**src/rtl/task4_pkg.sv**
```systemverilog
// Shared definitions for the ARC4 key-search block: FSM encodings,
// seven-segment codes and the printable-byte window.
package task4_pkg;

    localparam logic [3:0] IDLE        = 4'd0;
    localparam logic [3:0] INIT        = 4'd1;
    localparam logic [3:0] KSA_RD_I    = 4'd2;
    localparam logic [3:0] KSA_RD_J    = 4'd3;
    localparam logic [3:0] KSA_WR      = 4'd4;
    localparam logic [3:0] PRGA_RD_I   = 4'd5;
    localparam logic [3:0] PRGA_RD_J   = 4'd6;
    localparam logic [3:0] PRGA_WR     = 4'd7;
    localparam logic [3:0] PRGA_RD_PAD = 4'd8;
    localparam logic [3:0] CHECK       = 4'd9;
    localparam logic [3:0] NEXT_KEY    = 4'd10;
    localparam logic [3:0] FOUND       = 4'd11;
    localparam logic [3:0] FAIL        = 4'd12;

    localparam logic [6:0] SEG_BLANK = 7'b1111111;
    localparam logic [6:0] SEG_DASH  = 7'b0111111;

    // Active-low segments, bit0 = a; entry n is hex digit n.
    localparam logic [15:0][6:0] SEG_DIGIT = {
        7'b0001110, 7'b0000110, 7'b0100001, 7'b1000110,
        7'b0000011, 7'b0001000, 7'b0010000, 7'b0000000,
        7'b1111000, 7'b0000010, 7'b0010010, 7'b0011001,
        7'b0110000, 7'b0100100, 7'b1111001, 7'b1000000
    };

    localparam logic [7:0] PT_MIN = 8'h20;
    localparam logic [7:0] PT_MAX = 8'h7E;

    function automatic logic printable(input logic [7:0] b);
        return (b >= PT_MIN) && (b <= PT_MAX);
    endfunction

endpackage

```
**src/rtl/task4_ct.sv**
```systemverilog
// Ciphertext store: 256x8 with one-cycle synchronous read.
// Contents are preloaded externally and never written by the search logic.
module task4_ct (
    input  logic       clk,
    input  logic [7:0] addr,
    output logic [7:0] rdata
);

    logic [7:0] mem [256];

    always_ff @(posedge clk) begin
        rdata <= mem[addr];
    end

endmodule

```
**src/rtl/task4_seg7.sv**
```systemverilog
// Hex nibble to active-low seven-segment code.
module seg7
    import task4_pkg::*;
(
    input  logic [3:0] val,
    output logic [6:0] seg
);

    assign seg = SEG_DIGIT[val];

endmodule

```
**src/rtl/task4.sv**
```systemverilog
// Brute-force ARC4 key search: tries keys 0..MAX_KEY until every decrypted
// byte is printable, then shows the key on the hex displays.
module task4
    import task4_pkg::*;
#(
    parameter logic [23:0] MAX_KEY = 24'hFFFFFF
) (
    input  logic       CLOCK_50,
    input  logic [3:0] KEY,
    input  logic [9:0] SW,
    output logic [6:0] HEX0,
    output logic [6:0] HEX1,
    output logic [6:0] HEX2,
    output logic [6:0] HEX3,
    output logic [6:0] HEX4,
    output logic [6:0] HEX5,
    output logic [9:0] LEDR
);

    logic        rst;
    logic        unused_inputs;
    logic [3:0]  state;
    logic [23:0] key;
    logic [7:0]  i, j, k, len, si, t;
    logic [1:0]  m;
    logic        found, done;

    logic [7:0]  s_mem [256];
    logic [7:0]  s_rdata, s_raddr;
    logic        s_we_a, s_we_b;
    logic [7:0]  s_wd_a;
    logic [7:0]  ct_rdata;
    logic [7:0]  key_byte, ksa_j, prga_j, pt;
    logic [5:0][6:0] digit, hex;

    assign rst           = ~KEY[3];
    assign unused_inputs = ^{SW, KEY[2:0]};

    // ct address is the byte index k; k stays 0 through Init so ct[0] is ready.
    task4_ct ct (.clk(CLOCK_50), .addr(k), .rdata(ct_rdata));

    always_comb begin
        case (m)
            2'd0:    key_byte = key[23:16];
            2'd1:    key_byte = key[15:8];
            default: key_byte = key[7:0];
        endcase
    end

    assign ksa_j  = j + s_rdata + key_byte;
    assign prga_j = j + s_rdata;
    assign pt     = ct_rdata ^ s_rdata;

    always_comb begin
        case (state)
            KSA_RD_J:    s_raddr = ksa_j;
            PRGA_RD_I:   s_raddr = i + 8'd1;
            PRGA_RD_J:   s_raddr = prga_j;
            PRGA_RD_PAD: s_raddr = t;
            default:     s_raddr = i;
        endcase
    end

    // Swap writes S[i] <= S[j] (just read) and S[j] <= S[i] (held in si).
    assign s_we_a = (state == INIT) || (state == KSA_WR) || (state == PRGA_WR);
    assign s_we_b = (state == KSA_WR) || (state == PRGA_WR);
    assign s_wd_a = (state == INIT) ? i : s_rdata;

    always_ff @(posedge CLOCK_50) begin
        if (s_we_a) s_mem[i] <= s_wd_a;
        if (s_we_b) s_mem[j] <= si;
        s_rdata <= s_mem[s_raddr];
    end

    always_ff @(posedge CLOCK_50) begin
        if (rst) begin
            state <= IDLE;
            key   <= '0;
            found <= 1'b0;
            done  <= 1'b0;
            i     <= '0;
            j     <= '0;
            k     <= '0;
        end else begin
            case (state)
                IDLE: begin
                    i     <= '0;
                    k     <= '0;
                    state <= INIT;
                end
                INIT: begin
                    if (i == 8'hFF) begin
                        i     <= '0;
                        j     <= '0;
                        m     <= '0;
                        len   <= ct_rdata;
                        state <= KSA_RD_I;
                    end else begin
                        i <= i + 8'd1;
                    end
                end
                KSA_RD_I: state <= KSA_RD_J;
                KSA_RD_J: begin
                    si    <= s_rdata;
                    j     <= ksa_j;
                    state <= KSA_WR;
                end
                KSA_WR: begin
                    if (i == 8'hFF) begin
                        i <= '0;
                        j <= '0;
                        k <= 8'd1;
                        if (len == 8'd0) begin
                            found <= 1'b1;
                            done  <= 1'b1;
                            state <= FOUND;
                        end else begin
                            state <= PRGA_RD_I;
                        end
                    end else begin
                        i     <= i + 8'd1;
                        m     <= (m == 2'd2) ? 2'd0 : m + 2'd1;
                        state <= KSA_RD_I;
                    end
                end
                PRGA_RD_I: begin
                    i     <= i + 8'd1;
                    state <= PRGA_RD_J;
                end
                PRGA_RD_J: begin
                    si    <= s_rdata;
                    j     <= prga_j;
                    state <= PRGA_WR;
                end
                PRGA_WR: begin
                    t     <= si + s_rdata;
                    state <= PRGA_RD_PAD;
                end
                PRGA_RD_PAD: state <= CHECK;
                CHECK: begin
                    if (!printable(pt)) begin
                        state <= NEXT_KEY;
                    end else if (k == len) begin
                        found <= 1'b1;
                        done  <= 1'b1;
                        state <= FOUND;
                    end else begin
                        k     <= k + 8'd1;
                        state <= PRGA_RD_I;
                    end
                end
                NEXT_KEY: begin
                    if (key == MAX_KEY) begin
                        done  <= 1'b1;
                        state <= FAIL;
                    end else begin
                        key   <= key + 24'd1;
                        i     <= '0;
                        k     <= '0;
                        state <= INIT;
                    end
                end
                FOUND:   state <= FOUND;
                FAIL:    state <= FAIL;
                default: state <= IDLE;
            endcase
        end
    end

    for (genvar g = 0; g < 6; g++) begin : g_seg
        seg7 u_seg (.val(key[4*g +: 4]), .seg(digit[g]));
    end

    always_comb begin
        hex = {6{SEG_BLANK}};
        if (state == FOUND)     hex = digit;
        else if (state == FAIL) hex = {6{SEG_DASH}};
    end

    assign HEX0 = hex[0];
    assign HEX1 = hex[1];
    assign HEX2 = hex[2];
    assign HEX3 = hex[3];
    assign HEX4 = hex[4];
    assign HEX5 = hex[5];
    assign LEDR = {8'd0, done, found};

endmodule

```
**config.mk**
```make
export PLATFORM = sky130hd
export DESIGN_NAME = task4
export DESIGN_NICKNAME = d
export VERILOG_FILES = /design/src/rtl/task4_pkg.sv /design/src/rtl/task4_ct.sv /design/src/rtl/task4_seg7.sv /design/src/rtl/task4.sv
export SDC_FILE = /design/constraint.sdc
export NUM_CORES = 1
export LEC_CHECK = 0
export ABC_AREA = 1
export CAP_MARGIN = 20
export CORE_UTILIZATION = 65
export CTS_CLUSTER_DIAMETER = 40
export CTS_CLUSTER_SIZE = 12
export DETAILED_ROUTE_END_ITERATION = 12
export DONT_BUFFER_PORTS = 1
export PLACE_DENSITY = 0.89
export SYNTH_ARGS = -nofsm -noshare
export SYNTH_HDL_FRONTEND = slang
export SYNTH_SLANG_ARGS = --single-unit
```
**constraint.sdc**
```tcl
create_clock -name CLOCK_50 -period 4.9 [get_ports CLOCK_50]
set_clock_uncertainty 0.15 [all_clocks]
set_input_delay 0.49 -clock CLOCK_50 [delete_from_list [all_inputs] [get_ports CLOCK_50]]
set_output_delay 0.49 -clock CLOCK_50 [all_outputs]
set_load 0.01 [all_outputs]
```
==> impl_metrics.toml, run 1 <==
[final_layout]
fin_area_sq_mm = 0.005640
layout-drive-gt1-share = 0.1561
syn2layout_area_growth_pct = 3.395
nets = 836
fin_cells = 893
diodes = 0

[placement]
placed_cell_area_sq_mm = 0.005426
dp.cells = 877
dp_hpwl_mm = 8.356
routabilityCongestion = 0.9368
portBuffers = 0

[synth]
ys.flop_type = "dfxtp_1"
yosysWarnings = 0
synthArstFlopShare = 0
synth.most_common_cell = "nand2_1"
synth.top_cells.by_area = "dfxtp_1 (29%), nand2_1 (17%), ha_1 (8.7%)"
synth_commonest_cells = "nand2_1 (242), inv_1 (91), dfxtp_1 (80)"
ys_seq_area_frac = 0.2936
netlist_area_sq_mm = 0.005455
synth.distinct_cells = 44
avgSynthCellArea_sq_um = 6.897
synthCells = 791
synth_edf_count = 0
yosysTopAreaCellShare = 0.2936
yosys.area.top_type = "dfxtp_1"
ys_ff_latch = 80

[sta]
slew_headroom = 0.3082
period_share = 0.6467
fmax_mhz = 315.6
setup_viol = 0
grt_setup_unrepaired = "false"
slew_violations = 0
hold_viol_final = 0
fin_tns_setup_ns = 0
fin_crit_ns = 3.169
tightest_slew_ns = 1.035

[clock_network]
cts_resized = 0
cts_setup_buffers = 0
cts_sinks = 80
cts.htree.levels = 3
cts-hold-fix-buffers = 0
cts_root_buf = "clkbuf_8"
clock_latency_ns = 0.37
cts_tree = "done"
cts_max_path_buffers = 2
cts_buffers = 9
clk_pin_slew_ns = 0.09

[min_path]
hold_path.class = "in2reg"

[status]
run_status = "finished, final reports clean"

[floorplanning]
start_util = 0.6673
ios = 67
die_width_um = 93.61
die-height_um = 93.61
num_rows = 33
die_area_sq_mm = 0.008763
core_area_sq_mm = 0.008175

[grt]
first_global_vias = 4418
grt_max_degree = 49
grt_pass1_wl_mm = 19.72
antenna_found_initial = 0
overflow = 0
grt_util_all_layers = 0.2834

[detailed_routing]
drtIter0Drc = 271
antenna_left = 0
routed_via_density = 5.399
wire_per_inst_um = 13.04
routed_wl_mm = 11.65
num_vias = 4821
drt_first_pass_iters = 5
drc = 0

[power_and_ir_drop]
p_int_uw = 924.6
clockPowerShare = 0.423
power_uw = 1219
p_comb_frac = 0.035
ir_worst_vdd_uv = 143.6
power_leakage_uw = 0.002774
switching_share = 0.2418
powerDensity_mw_per_mm2 = 216.2
p_seq_frac = 0.541
p_switching_uw = 294.8

[setup_path]
startpoint_type = "register"
critPathKind = "reg2reg"
worst-path-max-fanout = 20
required_ns = 5.07
crit_path_end_kind = "register"
arrival_ns = 3.34

[run]
drv_cap = 0
## flip-flops by register name (all words and copies together), names as in the netlist
register         count
key                 24
i                    8
g_seg.u_seg.seg     42
state                4
found                1
done                 1
## cell usage in the layout, fill, tap and decap left out, types with 2 or more instances in the layout
cell	n
nand2_1	242
inv_1	91
dfxtp_1	80
nand3_1	67
nor2_1	52
ha_1	38
or2_2	32
nand4_1	23
nand3_2	21
o21ai_1	15
o21ai_0	14
nand2_2	12
inv_2	11
clkbuf_8	10
conb_1	8
nor2_4	7
xor2_1	7
nand3_4	5
nor3_1	5
or2_1	5
a21oi_1	5
nor2_2	4
o21bai_1	4
o21ai_2	4
clkinv_2	3
clkinv_4	3
nand2_4	2
## kinds of logic (layout without fill, tap and decap cells)
family | after synthesis | in the layout | synth area share
XOR/XNOR | 8 | 8 | 0.01284
AO/OA/AOI/OAI | 50 | 50 | 0.05918
AND/OR/NAND/NOR | 482 | 482 | 0.4388
other | 1 | 8 | 0.0006874
flip-flops | 80 | 80 | 0.2936
adder cells (fa/ha/maj) | 38 | 38 | 0.08716
buffers and inverters | 132 | 122 | 0.1078
## per-stage QoR
step | util | setup slack [ns] | hold slack, ns
floorplan | - | 2.471 | 0.2575
global placement | 0.6638 | 1.901 | 0.3101
detailed placement | 0.6638 | 1.799 | 0.3179
CTS | 0.6899 | 1.729 | 0.06911
global route | 0.6899 | 1.471 | 0.08537
finish | 0.6899 | 1.731 | 0.08764
## worst max-delay path, stage by stage, from the launching register on
cell	delay (ns)
dfxtp_1	0.41
ha_1	0.21
inv_1	0.08
nor2_4	0.21
nand2_2	0.13
nor2_4	0.13
nand2_2	0.31
nand2_2	0.38
nand2_1	0.09
nand3_1	0.24
inv_1	0.13
ha_1	0.30
inv_1	0.05
o21ai_0	0.16
nand2_1	0.07
nand2_1	0.06
## power groups by stage
stage / Combinational (uW) / Clock, uW / Sequential, uW
4_1_cts: 42.2 / 526 / 660
5_1_grt: 47.5 / 556 / 661
3_3_place_gp: 39.3 / 0 / 675
2_1_floorplan: 46.6 / 0 / 674
6_report: 43.3 / 516 / 660
3_5_place_dp: 41.7 / 0 / 675
## final cells by class
type / count / area, sq um
Inverter: 106 / 401.6
Fill cell: 680 / 2535
Multi-Input combinational cell: 586 / 3292
Tap cell: 105 / 131.4
Clock buffer: 10 / 137.6
Clock inverter: 6 / 76.32
Sequential cell: 80 / 1602
## layer usage
metal	share of wire	vias to the layer above	global-route usage
li1	-	2459	-
met1	0.44	2189	0.3417
met2	0.48	143	0.4847
met3	0.057	30	0.05854
met4	0.025	0	0.1244
met5	0	-	0
## path summary, 6_finish.rpt
path	to	slack, ns	cells past startpoint	start
hold reg to reg	found	0.33	2	found
setup / recovery	g_seg[0].u_seg.seg[3]	1.73	15	key[0]
hold / removal	found	0.09	2	KEY[3]
setup reg to reg	g_seg[0].u_seg.seg[3]	1.73	15	key[0]
Note: power is estimated with default switching activity, not from simulation.
==> run 2: changes to the inputs <==
--- a/config.mk
+++ b/config.mk
@@ -7,12 +7,12 @@
 export LEC_CHECK = 0
 export ABC_AREA = 1
 export CAP_MARGIN = 20
-export CORE_UTILIZATION = 65
+export CORE_UTILIZATION = 58
 export CTS_CLUSTER_DIAMETER = 40
 export CTS_CLUSTER_SIZE = 12
 export DETAILED_ROUTE_END_ITERATION = 12
 export DONT_BUFFER_PORTS = 1
-export PLACE_DENSITY = 0.89
+export PLACE_DENSITY = 0.84
 export SYNTH_ARGS = -nofsm -noshare
 export SYNTH_HDL_FRONTEND = slang
 export SYNTH_SLANG_ARGS = --single-unit
==> constraint.sdc (replaced) <==
create_clock -name CLOCK_50 -period 2.64 [get_ports CLOCK_50]
set_clock_uncertainty 0.15 [all_clocks]
set_input_delay 0.264 -clock CLOCK_50 [delete_from_list [all_inputs] [get_ports CLOCK_50]]
set_output_delay 0.264 -clock CLOCK_50 [all_outputs]
set_load 0.01 [all_outputs]
==> run 2 against run 1 <==
Effect of this change: the flow now finishes with violations (hold timing); critical path depth fell by 3; die area increased by 12%; sequential power rose by 86%; critical path type unchanged; flip-flop and latch count stayed put.
==> impl_metrics.toml, run 2 (synthesized netlist as in run 1, its figures left out) <==
[status]
run_status = "finished with violations"
violations = "hold timing"

[final_layout]
nets = 863
fin_area_sq_mm = 0.005995
final_common_cell = "nand2_1"
layout-drive-gt1-share = 0.1951
layout_common_cells = "nand2_1 (241), inv_1 (89), dfxtp_1 (74), nand3_1 (63), nor2_1 (46)"
syn2layout_area_growth_pct = 9.885
largest_reg_flops = 42
diodes = 0

[detailed_routing]
drc = 0
routed_wl_mm = 12.42
drt_first_pass_iters = 5
routed_via_density = 5.340
num_vias = 4945
drtIter0Drc = 268
antenna_left = 0
wire_per_inst_um = 13.41

[power_and_ir_drop]
p_comb_frac = 0.036
p_switching_uw = 503.5
p_int_uw = 1726
power_uw = 2230
ir_worst_vdd_uv = 218.5
switching_share = 0.2258
p_seq_frac = 0.549
clockPowerShare = 0.414
powerDensity_mw_per_mm2 = 372.0
power_leakage_uw = 0.002872

[grt]
grt_util_all_layers = 0.2513
grt_max_degree = 49
first_global_vias = 4508
overflow = 0
antenna_found_initial = 0
grt_pass1_wl_mm = 20.00

[clock_network]
cts_sinks = 80
cts.htree.levels = 3
cts_root_buf = "clkbuf_8"
clock_latency_ns = 0.36
cts_tree = "done"
cts_buffers = 9
cts_max_path_buffers = 2
clk_pin_slew_ns = 0.08

[sta]
period_share = 0.9726
setup_viol = 0
hold_ws_ns = -0.1226
fmax_mhz = 389.5
fin_crit_ns = 2.568
slew_violations = 0
grt_setup_unrepaired = "true"
hold_viol_final = 13

[floorplanning]
ios = 67
die_area_sq_mm = 0.009797
die_width_um = 98.98
start_util = 0.5932
die-height_um = 98.98
core_area_sq_mm = 0.009196
num_rows = 35

[setup_path]
critPathKind = "reg2reg"
arrival_ns = 2.73
startpoint_type = "register"
required_ns = 2.80
crit_path_end_kind = "register"
worst-path-max-fanout = 8

[placement]
placed_cell_area_sq_mm = 0.005509
dp_hpwl_mm = 8.560
routabilityCongestion = 0.8950
portBuffers = 0

[min_path]
hold_path.class = "in2reg"

[run]
drv_cap = 0
[run 2: path summary, 6_finish.rpt]
kind         startpoint        to  slack (ns)  depth (start not counted)
min reg2reg        i[0]      i[0]        0.35                          2
min              KEY[3]      i[6]       -0.12                          2
max              key[0]  state[2]        0.07                         12
max reg2reg      key[0]  state[2]        0.07                         12
[run 2: stage by stage]
| step | hold WS, ns | cells | worst slack, ns | util | TNS, ns |
|---|---|---|---|---|---|
| 2_1_floorplan | 0.2575 | 798 | 0.2112 | - | 0 |
| 3_3_place_gp | 0.2214 | 893 | 0.05268 | 0.5990 | 0 |
| 3_5_place_dp | 0.2256 | 893 | -0.04637 | 0.5990 | -0.1703 |
| 4_1_cts | -0.1286 | 919 | 0.001507 | 0.6321 | 0 |
| 5_1_grt | -0.1295 | 926 | -0.06302 | 0.6518 | -0.2099 |
| 6_report | -0.1226 | 926 | 0.07247 | 0.6518 | 0 |
[run 2: layer usage]
| layer | global-route usage | up-vias | wire length [um] |
|---|---|---|---|
| met1 | 0.3116 | 2266 | 5577 |
| met4 | 0.08037 | 0 | 178 |
| met5 | 0 | - | 0 |
| met2 | 0.4384 | 147 | 6071 |
| met3 | 0.04752 | 21 | 587 |
| li1 | - | 2511 | - |
[run 2: worst max-delay path: stages, from the launching register on]
cell and delay (ns):
dfxtp_4 0.37, ha_1 0.18, inv_1 0.09, nor2_4 0.15
nand2_2 0.12, nor2_4 0.21, nand2_8 0.11, buf_6 0.16
buf_4 0.15, o21ai_2 0.12, o21ai_0 0.09, dlygate4sd3_1 0.56
inv_1 0.05
[run 2: power by group through the flow]
stage / Sequential [uW] / Clock [uW] / Combinational (uW)
6_report: 1230 / 924 / 81.2
2_1_floorplan: 1250 / 0 / 86.4
4_1_cts: 1230 / 935 / 79.7
5_1_grt: 1230 / 987 / 88.6
3_3_place_gp: 1250 / 0 / 75.4
3_5_place_dp: 1250 / 0 / 78.1
[run 2: timing repair]
| item | CTS | global route |
|---|---|---|
| setup endpoints to repair | 12 | 45 |
| hold buffers | 10 | 1 |
| hold endpoints to repair | 25 | 12 |
| resized for setup | 1 | 37 |
| pin swaps | 0 | 7 |
| buffers inserted | 0 | 6 |
| gates cloned | 0 | 0 |
[run 2: area by class of cell]
cell class | instances | area (sq um)
timing repair buffer | 27 | 234.0
sequential | 80 | 1612
multi-input combinational | 586 | 3410
clock inverter | 3 | 40.04
fill | 794 | 3202
tap | 111 | 138.9
clock buffer | 13 | 158.9
inverter | 106 | 401.6
==> run 3: changes to the inputs <==
--- a/config.mk
+++ b/config.mk
@@ -7,6 +7,7 @@
 export LEC_CHECK = 0
 export ABC_AREA = 1
 export CAP_MARGIN = 20
+export CORE_ASPECT_RATIO = 0.75
 export CORE_UTILIZATION = 58
 export CTS_CLUSTER_DIAMETER = 40
 export CTS_CLUSTER_SIZE = 12
==> run 3 against run 2 <==
Effect of this change: the flow now finishes without violations; first-iteration DRC count rose by 66%; register-to-register slack improved by 0.04 ns; sequential share of layout area fell by 0.29 points; die area barely moved; combinational power rose by 9.7%; worst hold slack improved by 0.13 ns; sequential power barely moved; critical path type unchanged; critical endpoint is now g_seg[5].u_seg.seg[3]; largest power group is now clock.
==> impl_metrics.toml, run 3 (synthesized netlist as in run 1, its figures left out) <==
[sta]
period_share = 0.9584
tightest_slew_ns = 0.7889
fin_crit_ns = 2.530
grt_setup_unrepaired = "true"
slew_violations = 0
fmax_mhz = 395.2
fin_tns_setup_ns = 0
hold_viol_final = 0
setup_viol = 0
slew_headroom = 0.4724
hold_ws_ns = 0.005808

[setup_path]
worst-path-max-fanout = 10
critPathKind = "reg2reg"
crit_path_end_kind = "register"
rr_startpoint = "key[22]"
required_ns = 2.73
startpoint_type = "register"
reg2regPathDepth = 12
r2r-end = "g_seg[5].u_seg.seg[3]"
arrival_ns = 2.62
reg2reg_slack_ns = 0.11

[floorplanning]
start_util = 0.6006
core_area_sq_mm = 0.009084
num_rows = 30
ios = 67
die_width_um = 114.0
die-height_um = 85.99
die_area_sq_mm = 0.009802

[grt]
overflow = 0
first_global_vias = 4438
grt_max_degree = 39
antenna_found_initial = 0
grt_util_all_layers = 0.2535
grt_pass1_wl_mm = 19.73

[clock_network]
clk_pin_slew_ns = 0.06
cts_root_buf = "clkbuf_16"
cts_tree = "done"
clock_latency_ns = 0.35
cts_buffers = 9
cts.htree.levels = 3
cts_max_path_buffers = 2
cts_sinks = 80

[placement]
portBuffers = 0
dp_hpwl_mm = 8.646
routabilityCongestion = 0.8756

[min_path]
whs_path_depth = 2
hold_start = "KEY[3]"
hold_path.class = "in2reg"
holdPathEnd = "key[9]"

[final_layout]
final_common_cell = "nand2_1"
largest_reg_flops = 42
layout-drive-gt1-share = 0.1859
diodes = 0
n_fill_cell = 764
nets = 855
syn2layout_area_growth_pct = 10.57
layout_common_cells = "nand2_1 (242), inv_1 (90), dfxtp_1 (78), nand3_1 (66), nor2_1 (48)"

[detailed_routing]
drtIter0Drc = 444
routed_via_density = 5.276
drc = 0
routed_wl_mm = 12.36
drt_first_pass_iters = 5
num_vias = 4933
antenna_left = 0
wire_per_inst_um = 13.22

[power_and_ir_drop]
power_leakage_uw = 0.002926
powerDensity_mw_per_mm2 = 461.9
ir_worst_vdd_uv = 393.7

[run]
drv_cap = 0

[status]
run_status = "finished, final reports clean"
-- run 3: changes by cell type in the layout (fill, tap and decap cells not counted), moves of 3 or more --
| cell | before | now |
|---|---|---|
| clkbuf_8 | 11 | 1 |
| clkbuf_16 | 0 | 9 |
| dlygate4sd3_1 | 11 | 3 |
| dfxtp_1 | 74 | 78 |
| dfxtp_2 | 5 | 2 |
| nand3_1 | 63 | 66 |
| nand3_2 | 20 | 17 |
| nor2_4 | 10 | 7 |
-- run 3: routing by layer --
metal	part of all wire	vias to the layer above	global-route usage
met5	0	-	0
li1	-	2501	-
met4	0.015	0	0.07674
met1	0.45	2257	0.3190
met2	0.48	148	0.4347
met3	0.052	27	0.05512
-- run 3: report_power, final --
| group | leakage, uW | internal, uW | switching, uW | total [uW] |
|---|---|---|---|---|
| Combinational | 0.00211 | 28.3 | 60.8 | 89.1 |
| Sequential | 0.000646 | 1220 | 11.0 | 1230 |
| Clock | 0.000169 | 954 | 516 | 1470 |
| Total | 0.00293 | 2200 | 588 | 2790 |
-- run 3: critical path, cell delays in order (launching register included) --
cell and delay (ns):
dfxtp_1 0.39, nand2_1 0.11, nor2_1 0.20, nand3_1 0.23
inv_2 0.11, nand2_2 0.06, buf_4 0.18, nand4_1 0.17
nand3_4 0.16, ha_1 0.37, nand4_1 0.11, nand3_1 0.11
nand2_1 0.06
-- run 3: repair_timing --
action | CTS | global route
endpoints found under the hold margin | 16 | 2
hold buffers | 2 | 1
buffers inserted | 0 | 2
setup endpoints to repair | 0 | 33
gates resized for setup | 0 | 19
-- run 3: final cells by class --
type                    count  area, sq um  share of cell area
clock buffers              10        239.0             0.03962
clock inverters             6        115.1             0.01908
inverters                 106        404.1             0.06700
multi-input cells         586         3359              0.5569
flip-flops and latches     80         1604              0.2659
well taps                 128        160.2             0.02655
repair buffers             19        150.1             0.02489
-- run 3: worst max path at each step --
stage / from / end / slack, ns
after floorplan: key[0] / g_seg[2].u_seg.seg[3] / 0.21
after global placement: state[3] / g_seg[5].u_seg.seg[6] / 0.17
after detailed placement: key[0] / g_seg[4].u_seg.seg[3] / 0.09
after CTS: key[0] / g_seg[5].u_seg.seg[2] / 0.08
after global routing: key[8] / g_seg[5].u_seg.seg[5] / -0.03
final: key[22] / g_seg[5].u_seg.seg[3] / 0.11
-- run 3: stage by stage --
stage                     total power (uW)  setup slack [ns]  instance area [sq um]    util  instances
after global placement                1326            0.1694                   5560  0.6121        914
after CTS                             2792           0.08084                   5934  0.6533        932
after detailed placement              1330           0.09266                   5560  0.6121        914
final                                 2786            0.1097                   6032  0.6641        935
after global routing                  2861          -0.03216                   6032  0.6641        935
after floorplan                       1337            0.2112                   5482       -        798
